==> src/rtl/wr_fifo.sv <==
// wr_fifo: write-side circular buffer feeding a PE consumer.
// Producer pushes dataLen-bit words; the consumer sees the head word
// combinationally (first-word fall-through) and pops it with rd.
// restart rewinds the pointers for another pass and leaves storage alone.
module wr_fifo #(
  parameter int addrLen = 5,
  parameter int dataLen = 32,
  parameter int peId    = 0
) (
  input  logic               clk,
  input  logic               reset,
  input  logic               wr,
  input  logic [dataLen-1:0] dataIn,
  input  logic               rd,
  input  logic               restart,
  output logic [dataLen-1:0] dataOut,
  output logic               full,
  output logic               empty,
  output logic [addrLen:0]   count,
  output logic               wrAck,
  output logic               overflow,
  output logic               underflow
);

  localparam int DEPTH = 1 << addrLen;

  // peId only tags the instance; reject nonsense values when the design is elaborated.
  if (peId < 0) begin : g_bad_peid
    $error("wr_fifo: peId must be non-negative");
  end

  logic [dataLen-1:0] mem [DEPTH];

  logic [addrLen-1:0] head_q, head_d, tail_q, tail_d;
  logic [addrLen-1:0] head_inc, tail_inc;
  logic               fe_q, fe_d;
  logic [addrLen:0]   cnt_q, cnt_d;
  logic               wrack_q, wrack_d;
  logic               ovf_q, ovf_d;
  logic               udf_q, udf_d;
  logic               ptr_eq, wr_en, rd_en;

  assign ptr_eq   = (head_q == tail_q);
  assign full     = ptr_eq & fe_q;
  assign empty    = ptr_eq & ~fe_q;
  assign head_inc = head_q + addrLen'(1);
  assign tail_inc = tail_q + addrLen'(1);

  // A write while full is still taken when the same cycle pops; a pop while
  // empty is never taken, so an empty FIFO does not bypass wr straight to rd.
  assign wr_en = wr & (~full | rd) & ~restart;
  assign rd_en = rd & ~empty & ~restart;

  assign dataOut   = mem[head_q];
  assign count     = cnt_q;
  assign wrAck     = wrack_q;
  assign overflow  = ovf_q;
  assign underflow = udf_q;

  // Next-state for pointers, full/empty distinguisher, occupancy and status flags.
  always_comb begin
    head_d  = head_q;
    tail_d  = tail_q;
    fe_d    = fe_q;
    cnt_d   = cnt_q;
    wrack_d = wr_en;
    ovf_d   = ovf_q | (wr & full & ~rd);
    udf_d   = udf_q | (rd & empty);
    if (wr_en) tail_d = tail_inc;
    if (rd_en) head_d = head_inc;
    // Simultaneous push and pop keep the pointer gap, so the bit holds.
    if (wr_en && !rd_en) begin
      cnt_d = cnt_q + (addrLen+1)'(1);
      if (tail_inc == head_q) fe_d = 1'b1;
    end else if (rd_en && !wr_en) begin
      cnt_d = cnt_q - (addrLen+1)'(1);
      if (head_inc == tail_q) fe_d = 1'b0;
    end
    if (restart) begin
      head_d  = '0;
      tail_d  = '0;
      fe_d    = 1'b0;
      cnt_d   = '0;
      wrack_d = 1'b0;
      ovf_d   = 1'b0;
      udf_d   = 1'b0;
    end
  end

  // Control state register; async active-low clear.
  always_ff @(posedge clk or negedge reset) begin
    if (!reset) begin
      head_q  <= '0;
      tail_q  <= '0;
      fe_q    <= 1'b0;
      cnt_q   <= '0;
      wrack_q <= 1'b0;
      ovf_q   <= 1'b0;
      udf_q   <= 1'b0;
    end else begin
      head_q  <= head_d;
      tail_q  <= tail_d;
      fe_q    <= fe_d;
      cnt_q   <= cnt_d;
      wrack_q <= wrack_d;
      ovf_q   <= ovf_d;
      udf_q   <= udf_d;
    end
  end

  // Storage write; contents survive reset and restart.
  always_ff @(posedge clk) begin
    if (wr_en) mem[tail_q] <= dataIn;
  end

endmodule

==> config.mk <==
export PLATFORM = sky130hd
export DESIGN_NAME = wr_fifo
export DESIGN_NICKNAME = d
export VERILOG_FILES = /design/src/rtl/wr_fifo.sv
export SDC_FILE = /design/constraint.sdc
export NUM_CORES = 1
export LEC_CHECK = 0
export ABC_AREA = 0
export BUFFER_PORTS_ARGS = -buffer_cell sky130_fd_sc_hd__buf_2
export CAP_MARGIN = 20
export CORE_UTILIZATION = 65
export CTS_CLUSTER_SIZE = 25
export DETAILED_ROUTE_END_ITERATION = 10
export PLACE_DENSITY = 0.93
export REMOVE_ABC_BUFFERS = 1
export SYNTH_ARGS = -nofsm -noshare
export SYNTH_HDL_FRONTEND = slang
export SYNTH_SLANG_ARGS = --single-unit
==> constraint.sdc <==
create_clock -name clk -period 6.35 [get_ports clk]
set_input_delay 0.3175 -clock clk [delete_from_list [all_inputs] [get_ports clk]]
set_output_delay 0.3175 -clock clk [all_outputs]
set_load 0.02 [all_outputs]
==> reports/qor.yml <==
grt:
  grt_pass1_vias: 21110
  grt_use_total: 0.3750
  grt_max_degree: 149
  grt-ovfl-total: 0
  antenna_found_initial: 5
  grt_pass1_wl_um: 161000
drt:
  drt_pass1_iterations: 6
  drt_iter0_markers: 4332
  route.detailed.drc: 0
  dr_total_vias: 21030
  drtAntennaViolNets: 0
  wl_per_cell_um: 43.42
  finalWirelength_um: 115600
  via_per_inst: 7.900
final_layout:
  most-common-layout-cells: "1024 x edfxtp_1, 320 x mux4_2, 102 x clkbuf_16"
  final_nets: 1842
  drive_gt1_frac: 0.3513
  area_growth_pct: 12.06
  final_area_um2: 45190
  finalNonFillerCells: 2662
  utilization: 0.7432
  final_common_cell: "edfxtp_1"
synth:
  avgSynthCellArea_um2: 24.35
  yosysWarnings: 0
  ys_types: 44
  syn_area_um2: 40330
  postSynthCellCount: 1656
  synth_flop_cell: "edfxtp_1"
  synth-edff-count: 1024
  ys_ff_latch: 1044
  yosysSeqAreaShare: 0.7749
  async_flop_share: 0.01916
clock_network:
  clockBufferDepth: 3
  ctsHoldBuffers: 1
  cts.clk_slew.worst_paths_ps: 70
  post-cts-setup-buffer-count: 0
  insertion_delay_ps: 670
  cts-root-buf: "clkbuf_16"
  clkSinkCount: 1044
  cts_tree: "built"
  htreeDepth: 3
  cts_resized: 0
  cts_buffers: 97
timing:
  setup_viol: 0
  rsz0062_at_grt: "no"
  timing.fmax_ghz: 0.2026
  period_needed_ps: 4937
  drv_slew: 0
  slew_headroom: 0.2104
  worst_pin_slew_ps: 1182
  period_share: 0.7775
  hold_viol_final: 0
  tns_ps: 0
  fin_skew_ps: 28.20
hold_path:
  worstHoldStart: "wr"
  holdCritPathClass: "primary input to flip-flop"
  hold_path_depth: 3
  hold_end: "overflow"
placed_design:
  dp.cells: 2471
  place_congestion: 0.8394
  placed_area_um2: 41880
  port_buffers: 79
  hpwl_um: 55480
power_and_ir_drop:
  switching_power_mw: 4.198
  power_frac_seq: 0.468
  leakage_nw: 13.86
  p_comb_frac: 0.172
  power.density_nw_per_um2: 365.2
  switching_share: 0.2544
  p_clk_frac: 0.361
  vdd_ir_drop_max_uv: 348.3
  internal_power_mw: 12.30
critical_path:
  crit_buf_inv: 3
  crit_family: "buffers and inverters"
  r2r_start: "head_q[3]"
  r2r_slack_ps: 1470
  critPathKind: "flip-flop to output pin"
  start_kind: "flip-flop"
  worst_r2r_path_depth: 6
  cp_max_fo: 50
  cp.required_ps: 6030
  cpPeakStageDelay_ps: 810
  critical-path-slowest-cell: "buf_4"
  cp.arrival_ps: 4620
  crit_chain: "buf_4, buf_4, mux4_2, mux4_2, mux2_2, buf_2"
  r2r_end: "mem[18][6]"
  critPathCaptureType: "output pin"
die:
  io_pins: 80
  initial_core_util: 0.6632
  core-area_um2: 60810
  die_y_um: 251.1
  die_w_um: 251.1
  rows: 90
  dieArea_um2: 63040
run:
  max_cap_violations: 0
run_status:
  outcome: "finished, final reports clean"
[flip-flops by register name, summed over array words and instances, names as in the netlist]
register / flops
fe_q: 1
tail_q: 5
overflow: 1
underflow: 1
count: 6
mem: 1024
wrAck: 1
head_q: 5
[layer usage]
layer	share of wire	routed length (um)	global-route usage
met5	0.00023	27	0
met1	0.32	37110	0.5144
met2	0.48	54930	0.5791
met3	0.15	17120	0.09132
met4	0.055	6408	0.1815
[kinds of logic (layout without fill, tap and decap cells)]
family                   count (synthesis)  after routing  share of synthesized area
AO/OA/AOI/OAI                           33             33                   0.005926
adder cells (fa/ha/maj)                 10             10                   0.003289
AND/OR/NAND/NOR                         91             91                    0.01030
other                                    0              4                          0
buffers and inverters                   96            316                    0.01114
XOR/XNOR                                22             22                   0.004778
multiplexers                           360            360                     0.1897
flip-flops                            1044           1044                     0.7749
[power by group through the flow]
stage,Combinational [mW],Clock (mW),Sequential (mW)
2_1_floorplan,2.01,0,8.12
5_1_grt,2.95,6.18,7.72
4_1_cts,2.82,5.91,7.71
3_5_place_dp,2.72,0,7.85
6_report,2.83,5.95,7.72
3_3_place_gp,2.61,0,7.84
[how the worst max path moves through the flow]
stage               startpoint          end  slack, ps  depth (start not counted)
floorplan            head_q[0]     count[5]      -6490                         10
global placement     head_q[0]   dataOut[7]       2170                          6
detailed placement   head_q[3]   mem[23][4]       1820                          6
CTS                  head_q[0]  dataOut[23]       1330                          6
global route         head_q[0]  dataOut[23]       1180                          6
finish               head_q[0]  dataOut[23]       1410                          6
[cell type report]
class,instances,area [um2]
antenna,4,10.01
clock buffer,125,2689
clock inverter,55,464.2
fill,2910,15620
inverter,9,33.78
multi-input combinational,516,8870
sequential,1044,31270
tap,782,978.4
timing repair buffer,127,880.8
[through the flow]
step | setup slack, ps | hold WS [ps] | total power, mW
5_1_grt | 1177 | 79.76 | 16.85
3_5_place_dp | 1818 | 302.4 | 10.57
3_3_place_gp | 2172 | 301.6 | 10.45
6_report | 1413 | 57.64 | 16.50
2_1_floorplan | -6489 | 21.91 | 10.13
4_1_cts | 1328 | 36.74 | 16.44
[worst min-delay path: cells and delay by family]
kind                   cells  cell delay, ps
buffers and inverters      1             170
AO/OA/AOI/OAI              1             150
AND/OR/NAND/NOR            1              50
[cell usage after synthesis, drive strengths merged, types with 9 or more instances]
| cell | n | area (um2) |
|---|---|---|
| edfxtp | 1024 | 30750 |
| inv | 9 | 33.78 |
| mux2 | 34 | 382.9 |
| xor2 | 10 | 87.58 |
| nand2 | 12 | 45.04 |
| mux4 | 320 | 7207 |
| ha | 9 | 112.6 |
| xnor2 | 12 | 105.1 |
| dfrtp | 20 | 500.5 |
| buf | 45 | 257.8 |
| nor2 | 54 | 202.7 |
| clkbuf | 42 | 157.7 |
Power figures use the tool's default switching activity.
